## config.mk

```make
export PLATFORM = sky130hd
export DESIGN_NAME = neuron_core_flat
export DESIGN_NICKNAME = d
export VERILOG_FILES = /design/src/rtl/neuron_core_if.sv /design/src/rtl/neuron_core.sv /design/src/flat_wrapper.sv
export SDC_FILE = /design/constraint.sdc
export NUM_CORES = 1
export LEC_CHECK = 0
export BUFFER_PORTS_ARGS = -buffer_cell sky130_fd_sc_hd__buf_4
export CAP_MARGIN = 10
export CORE_UTILIZATION = 55
export CTS_CLUSTER_SIZE = 16
export DETAILED_ROUTE_END_ITERATION = 12
export PLACE_DENSITY_LB_ADDON = 0.08
export SLEW_MARGIN = 10
export SYNTH_ARGS = -nofsm -noshare
export SYNTH_HDL_FRONTEND = slang
export SYNTH_SLANG_ARGS = --single-unit
```

## constraint.sdc

```tcl
create_clock -name clk -period 2.9 [get_ports clk]
set_input_delay 0.58 -clock clk [delete_from_list [all_inputs] [get_ports clk]]
set_output_delay 0.58 -clock clk [all_outputs]
set_load 0.01 [all_outputs]
```

## src/rtl/neuron_core_if.sv

```systemverilog
// Four-phase event channels around the neuron: the weighted input channel
// (data_in/req_in/ack_in) and the spike output channel (req_out/ack_out).
interface neuron_core_if #(
    parameter int data_bits = 10
);
    logic [data_bits-1:0] data_in;
    logic                 req_in;
    logic                 ack_in;
    logic                 req_out;
    logic                 ack_out;

    // Neuron side: consumes input events, produces spikes
    modport slave (
        input  data_in,
        input  req_in,
        output ack_in,
        output req_out,
        input  ack_out
    );

    // Environment side: upstream producer plus downstream consumer
    modport master (
        output data_in,
        output req_in,
        input  ack_in,
        input  req_out,
        output ack_out
    );
endinterface

```

## src/rtl/neuron_core.sv

```systemverilog
// Integrate-and-fire neuron. Weighted input events arrive on a four-phase
// channel and accumulate into a membrane potential; reaching the threshold
// emits one spike on a second four-phase channel and clears the potential.
module neuron_core #(
    parameter int thold     = 512,
    parameter int data_bits = 10,
    parameter int delay_v [2] = '{1, 1}
) (
    input  logic           clk,
    input  logic           rst,
    neuron_core_if.slave   bus
);
    localparam int POT_W = data_bits + 1;
    localparam logic [15:0]      INT_LOAD  = 16'(delay_v[0] - 1);
    localparam logic [15:0]      FIRE_LOAD = 16'(delay_v[1] - 1);
    localparam logic [POT_W-1:0] THOLD_V   = POT_W'(thold);

    typedef enum logic [2:0] {
        S_IDLE,
        S_INTEG,
        S_ACK,
        S_FDLY,
        S_REQ,
        S_REL
    } state_t;

    state_t               state_q;
    logic [15:0]          cnt_q;
    logic [data_bits-1:0] w_q;
    logic [POT_W-1:0]     pot_q;
    logic                 fire_q;
    logic                 ack_in_q;
    logic                 req_out_q;

    logic req_meta_q, req_s_q;
    logic ack_meta_q, ack_s_q;

    // pot stays below thold between events, so this sum always fits in POT_W
    logic [POT_W-1:0] sum_d;

    // Two-flop synchronizers for the incoming handshake lines
    always_ff @(posedge clk or negedge rst) begin
        if (!rst) begin
            req_meta_q <= 1'b0;
            req_s_q    <= 1'b0;
            ack_meta_q <= 1'b0;
            ack_s_q    <= 1'b0;
        end else begin
            req_meta_q <= bus.req_in;
            req_s_q    <= req_meta_q;
            ack_meta_q <= bus.ack_out;
            ack_s_q    <= ack_meta_q;
        end
    end

    // Candidate potential after integrating the latched weight
    always_comb begin
        sum_d = pot_q + {1'b0, w_q};
    end

    // Handshake sequencer with registered ack_in/req_out
    always_ff @(posedge clk or negedge rst) begin
        if (!rst) begin
            state_q   <= S_IDLE;
            cnt_q     <= '0;
            w_q       <= '0;
            pot_q     <= '0;
            fire_q    <= 1'b0;
            ack_in_q  <= 1'b0;
            req_out_q <= 1'b0;
        end else begin
            case (state_q)
                S_IDLE: begin
                    if (req_s_q) begin
                        w_q     <= bus.data_in;
                        cnt_q   <= INT_LOAD;
                        state_q <= S_INTEG;
                    end
                end
                S_INTEG: begin
                    if (cnt_q == 16'd0) begin
                        // Equality fires; any excess above threshold is dropped
                        if (sum_d >= THOLD_V) begin
                            pot_q  <= '0;
                            fire_q <= 1'b1;
                        end else begin
                            pot_q  <= sum_d;
                            fire_q <= 1'b0;
                        end
                        ack_in_q <= 1'b1;
                        state_q  <= S_ACK;
                    end else begin
                        cnt_q <= cnt_q - 16'd1;
                    end
                end
                S_ACK: begin
                    if (!req_s_q) begin
                        ack_in_q <= 1'b0;
                        if (fire_q) begin
                            cnt_q   <= FIRE_LOAD;
                            state_q <= S_FDLY;
                        end else begin
                            state_q <= S_IDLE;
                        end
                    end
                end
                S_FDLY: begin
                    if (cnt_q == 16'd0) begin
                        req_out_q <= 1'b1;
                        state_q   <= S_REQ;
                    end else begin
                        cnt_q <= cnt_q - 16'd1;
                    end
                end
                S_REQ: begin
                    if (ack_s_q) begin
                        req_out_q <= 1'b0;
                        state_q   <= S_REL;
                    end
                end
                S_REL: begin
                    // Input stays blocked until downstream releases its ack
                    if (!ack_s_q) begin
                        state_q <= S_IDLE;
                    end
                end
                default: begin
                    state_q <= S_IDLE;
                end
            endcase
        end
    end

    assign bus.ack_in  = ack_in_q;
    assign bus.req_out = req_out_q;
endmodule

```

## src/flat_wrapper.sv

```systemverilog
// flat-port wrapper written by rule: the top's interface ports become plain ports
module neuron_core_flat 
#(
    parameter int thold     = 512,
    parameter int data_bits = 10,
    parameter int delay_v [2] = '{1, 1}
)
  (clk, rst, bus_data_in, bus_req_in, bus_ack_in, bus_req_out, bus_ack_out);
  neuron_core_if #(.data_bits(data_bits)) bus_i ();
  input  logic clk;
  input  logic rst;
  input wire logic [$bits(bus_i.data_in)-1:0] bus_data_in;
  input wire logic [$bits(bus_i.req_in)-1:0] bus_req_in;
  output wire logic [$bits(bus_i.ack_in)-1:0] bus_ack_in;
  output wire logic [$bits(bus_i.req_out)-1:0] bus_req_out;
  input wire logic [$bits(bus_i.ack_out)-1:0] bus_ack_out;
  assign bus_i.data_in = bus_data_in;
  assign bus_i.req_in = bus_req_in;
  assign bus_ack_in = bus_i.ack_in;
  assign bus_req_out = bus_i.req_out;
  assign bus_i.ack_out = bus_ack_out;
  neuron_core #(.thold(thold), .data_bits(data_bits), .delay_v(delay_v)) u_core (.clk(clk), .rst(rst), .bus(bus_i));
endmodule
```

# Word-level counts from Yosys, hierarchy flattened
# Cells that the tools add are included.
[op_classes]
addsub = 2
n_lt_le_gt_ge = 1
n_eq_ne = 13
n_mux = 20
n_reduce_logical = 12
[op_table]
columns = ["op", "n"]
rows = [
  ["16-bit two-way mux", 4],
  ["16-bit one-hot mux with 3 select lines", 1],
  ["3-bit two-way mux", 6],
  ["3-bit one-hot mux with 6 select lines", 1],
  ["16-bit zero test", 1],
  ["16-bit by 1-bit subtractor with 16-bit output (second input constant)", 1],
  ["11-bit by 10-bit adder with 11-bit output", 1],
  ["11-bit by 10-bit >= comparator with 1-bit output (second input constant)", 1],
  ["11-bit two-way mux", 1],
  ["2-bit by 1-bit != test with 1-bit output (second input constant)", 5],
  ["3-bit by 2-bit equality test with 1-bit output (second input constant)", 2],
  ["3-bit equality test (second input constant)", 2],
  ["2-bit != test (second input constant)", 3],
  ["3-bit AND reduction", 2],
  ["6-bit AND reduction", 1],
  ["5-bit AND reduction", 1],
  ["1-bit two-way mux", 4],
  ["1-bit one-hot mux with 2 select lines", 2],
  ["2-bit AND reduction", 2],
  ["2-bit nonzero test", 2],
  ["3-bit by 1-bit equality test with 1-bit output (second input constant)", 1],
  ["3-bit zero test", 1],
  ["3-bit nonzero test", 1],
  ["2-bit two-way mux", 1],
  ["2-bit OR reduction", 1],
]
[totals]
ff_bits = 47
inputBits = 14
output_inout_bits = 2
wordCells = 59

# Logic depth before layout (Yosys ltp)
[depth]
depth_word = 4
mapped_depth = 8
mapped_depth_nobuf = 8

# Worst setup path after synthesis
# Ideal clock, no wire load.
[synth_path]
path_type = "reg2reg"
start = "reg u_core.pot_q[0]"
end = "reg u_core.pot_q[8]"
setup_ps = 121
t_arrival_ps = 2333
required_time_ps = 2779
setup_slack_ps = 446
path_stages_with_launch = 9
path_buffers = 0
synth_period_minus_slack_ps = 2454
cell_sequence = "dfrtp_1 -> ha_1 -> fa_1 -> a21o_1 -> a221o_1 -> a31o_2 -> a211oi_1 -> a211oi_4 -> a22o_1"
[synth_between]
elab_chain_cells = 3
[synth_lines]
columns = ["element", "line", "text"]
rows = [
  ["from (decl)", "neuron_core.sv:30", "logic [POT_W-1:0] pot_q;"],
  ["from (signal assigned)", "neuron_core.sv:87", "pot_q <= sum_d;"],
  ["11-bit by 10-bit adder with 11-bit output *", "neuron_core.sv:58", "sum_d = pot_q + {1'b0, w_q};"],
  ["11-bit by 10-bit >= comparator with 1-bit output", "neuron_core.sv:83", "if (sum_d >= THOLD_V) begin"],
  ["11-bit two-way mux *", "neuron_core.sv:83", ""],
]
# Mark *: on every way between the ends. The rest lies on a longest branch, timed or not.
# A chain may end at the register's enable or synchronous reset.

# Worst setup path in the final report
# Ends and elaborated chain as after synthesis.

==> flow_metrics.tcl <==
set metrics [dict create \
    status "finished clean" \
    synth-seq-area-share_pct 46.4 \
    grt_pass1_vias 1705 \
    final-max-slew-violation-count 0 \
    cts_resized 0 \
    whs_ps 279 \
    h-tree-depth 2 \
    cts_setup_buffers 0 \
    track_usage_pct 20.2 \
    critical_path_required_ps 3090 \
    skew_ps 8.37 \
    p_int_mw 1.72 \
    swShare_pct 39.7 \
    combPwrFrac_pct 47.5 \
    die_area_sq_mm 0.00489 \
    postCtsHoldBufs 0 \
    num_antenna_cells 0 \
    die_w_um 69.9 \
    synth_area_per_cell_sq_um 10.4 \
    viasPerCell 5.88 \
    power.density_mw_per_mm2 1020 \
    start_util_pct 57.9 \
    port_buffers 15 \
    fin_crit_ps 2620 \
    ys_types 51 \
    wl_per_cell_um 14.6 \
    numClockSinks 47 \
    gr-total-overflow 0 \
    drt-initial-drc-count 65 \
    clock_path_buffers 2 \
    ant_nets 0 \
    rsz0062_at_grt "no" \
    cp_max_fo 10 \
    vias 1847 \
    worst_pin_slew_ps 589 \
    drc 0 \
    p_leak_nw 1.28 \
    slew-limit-headroom_pct 60.7 \
    r2r_slack_ps 280 \
    ys_warn_count 0 \
    root_buffer "clkbuf_8" \
    drtPass1Iterations 5 \
    core_sq_mm 0.00438 \
    maxCapViolations 0 \
    wl_um 4570 \
    syn_inst 244 \
    fmax_ghz 0.381 \
    dp_hpwl_um 3150 \
    antenna_found_initial 0 \
    clkTransAtPathRegs_ps 80 \
    p_switching_mw 1.13 \
    postPlaceCellArea_sq_mm 0.00271 \
    fin_crit_sh_pct 90.5 \
    nFillCells 355 \
    critPathMaxStageDelay_ps 410 \
    setup-tns-final_ps 0 \
    finalPower_mw 2.86 \
    syn-num-nets 270 \
    fin_nets 288 \
    gp_congestion 0.791 \
    ir_drop_v 0.000600 \
    placementRows 24 \
    drive_gt1_share_pct 17.9 \
    grt_max_degree 48 \
    die_h_um 69.9 \
    yosys_most_used_dff "dfrtp_1" \
    synthArstFlopShare_pct 100 \
    synth_area_sq_mm 0.00254 \
    cts_tree "built" \
    clkPwrFrac_pct 13.9 \
    area_growth_pct 10.3 \
    seq_power_share_pct 38.7 \
    final_area_sq_mm 0.00280 \
    cp-end-kind "flip-flop" \
    finalHoldViolations 0 \
    path_class "flip-flop to flip-flop" \
    synth-seq-cells 47 \
    cts_buffers 5 \
    synth-edff-count 0 \
    grt_pass1_wl_um 7850 \
    worstPathArrival_ps 2810 \
    setup_viol 0 \
    cp_cell_sequence "ha_1 -> fa_1 -> a21o_1 -> a221o_1 -> a31o_2 -> a211oi_1 -> a211oi_4 -> a22o_1" \
    hold_class "primary input to async pin" \
    crit_path_start_kind "flip-flop" \
    clk_latency_ps 290 \
    crit_slowest_cell "fa_1" \
    ios 16 \
]
==> cells in the mapped netlist, drive strengths merged, types with 2 or more instances <==
library cell | n | area share (%)
dfrtp | 47 | 46
nor2 | 23 | 3.5
nand2 | 16 | 2.5
a21oi | 13 | 2.6
ha | 11 | 5.4
o21ai | 11 | 2.2
mux2 | 10 | 4.4
nor3 | 10 | 2.0
xnor2 | 10 | 3.5
a22o | 9 | 3.1
inv | 8 | 1.2
mux2i | 6 | 2.4
nand3 | 6 | 1.2
clkbuf | 5 | 0.74
nor4 | 5 | 1.8
a211oi | 4 | 1.7
a21o | 4 | 1.2
xor2 | 4 | 1.4
a21boi | 3 | 0.89
and3 | 3 | 0.74
nand3b | 3 | 0.89
or2 | 3 | 0.74
a31o | 2 | 0.69
and2 | 2 | 0.49
buf | 2 | 0.34
nand2b | 2 | 0.49
o211ai | 2 | 0.59
or3 | 2 | 0.49
or4 | 2 | 0.74
==> placed cells by master, fill, tap and decap left out, drive strengths merged, types with 4 or more instances in the layout <==
master and n:
nor3 10, buf 18, mux2 10, a22o 9
a21oi 13, a21o 4, a211oi 4, clkbuf 6
xnor2 10, nand2 16, nor2 23, dfrtp 47
inv 8, mux2i 6, ha 11, o21ai 11
nand3 6, xor2 4, nor4 5
==> layout make-up <==
| cell class | instances | area [sq um] | area share (%) |
|---|---|---|---|
| repair buffers | 18 | 135 | 4.83 |
| clock buffers | 6 | 82.6 | 2.95 |
| well taps | 52 | 65.1 | 2.33 |
| flip-flops and latches | 47 | 1180 | 42.0 |
| inverters | 8 | 30.0 | 1.07 |
| multi-input cells | 182 | 1300 | 46.6 |
| clock inverters | 1 | 5.00 | 0.179 |
==> per-layer routing <==
layer / global-route usage (%) / wire, um
met1: 27.9 / 2300
met2: 32.3 / 2130
met3: 4.47 / 103
met4: 5.78 / 38
met5: 0 / 0
==> cells by family (layout without fill, tap and decap cells) <==
group	after synthesis	after routing	synth area share (%)
xor+xnor	14	14	4.83
simple gates	82	82	17.3
compound gates	58	58	16.2
mux	16	16	6.80
fa+ha+maj	12	12	6.21
flops	47	47	46.4
buf+inv	15	33	2.27
==> stage by stage <==
stage	worst slack [ps]	util (%)	cells
floorplan	446	-	244
global placement	350	61.8	307
detailed placement	277	61.8	307
CTS	278	63.8	314
global route	147	63.8	314
finish	275	63.8	314
==> final timing paths <==
check | from | endpoint | cells past startpoint
min reg2reg | u_core.req_meta_q | u_core.req_s_q | 0
max in group asynchronous | rst | u_core.bus.ack_in | 1
min in group clk | u_core.req_meta_q | u_core.req_s_q | 0
max | u_core.pot_q[0] | u_core.pot_q[8] | 8
min | rst | u_core.cnt_q[2] | 1
max reg2reg | u_core.pot_q[0] | u_core.pot_q[8] | 8
==> critical path, delay by kind of cell, from the launching register on <==
family,cells,cell delay [ps]
flip-flops,1,380
AO/OA/AOI/OAI,6,1500
adder cells (fa/ha/maj),2,640
==> flip-flops by register name, indices dropped and copies added, names as in the netlist <==
| signal | count |
|---|---|
| u_core.bus.ack_in | 1 |
| u_core.req_s_q | 1 |
| u_core.pot_q | 11 |
| u_core.req_meta_q | 1 |
| u_core.ack_meta_q | 1 |
| u_core.cnt_q | 16 |
| u_core.ack_s_q | 1 |
| u_core.state_q | 3 |
| u_core.w_q | 10 |
| u_core.fire_q | 1 |
| u_core.bus.req_out | 1 |
==> power groups by stage <==
stage / combinational, mW / clock, mW / sequential (mW)
finish: 1.36 / 0.396 / 1.10
global route: 1.53 / 0.431 / 1.14
CTS: 1.35 / 0.404 / 1.11
detailed placement: 1.35 / 0 / 1.12
global placement: 1.32 / 0 / 1.11
floorplan: 1.14 / 0 / 1.04
Note: power is estimated with default switching activity, not from simulation.
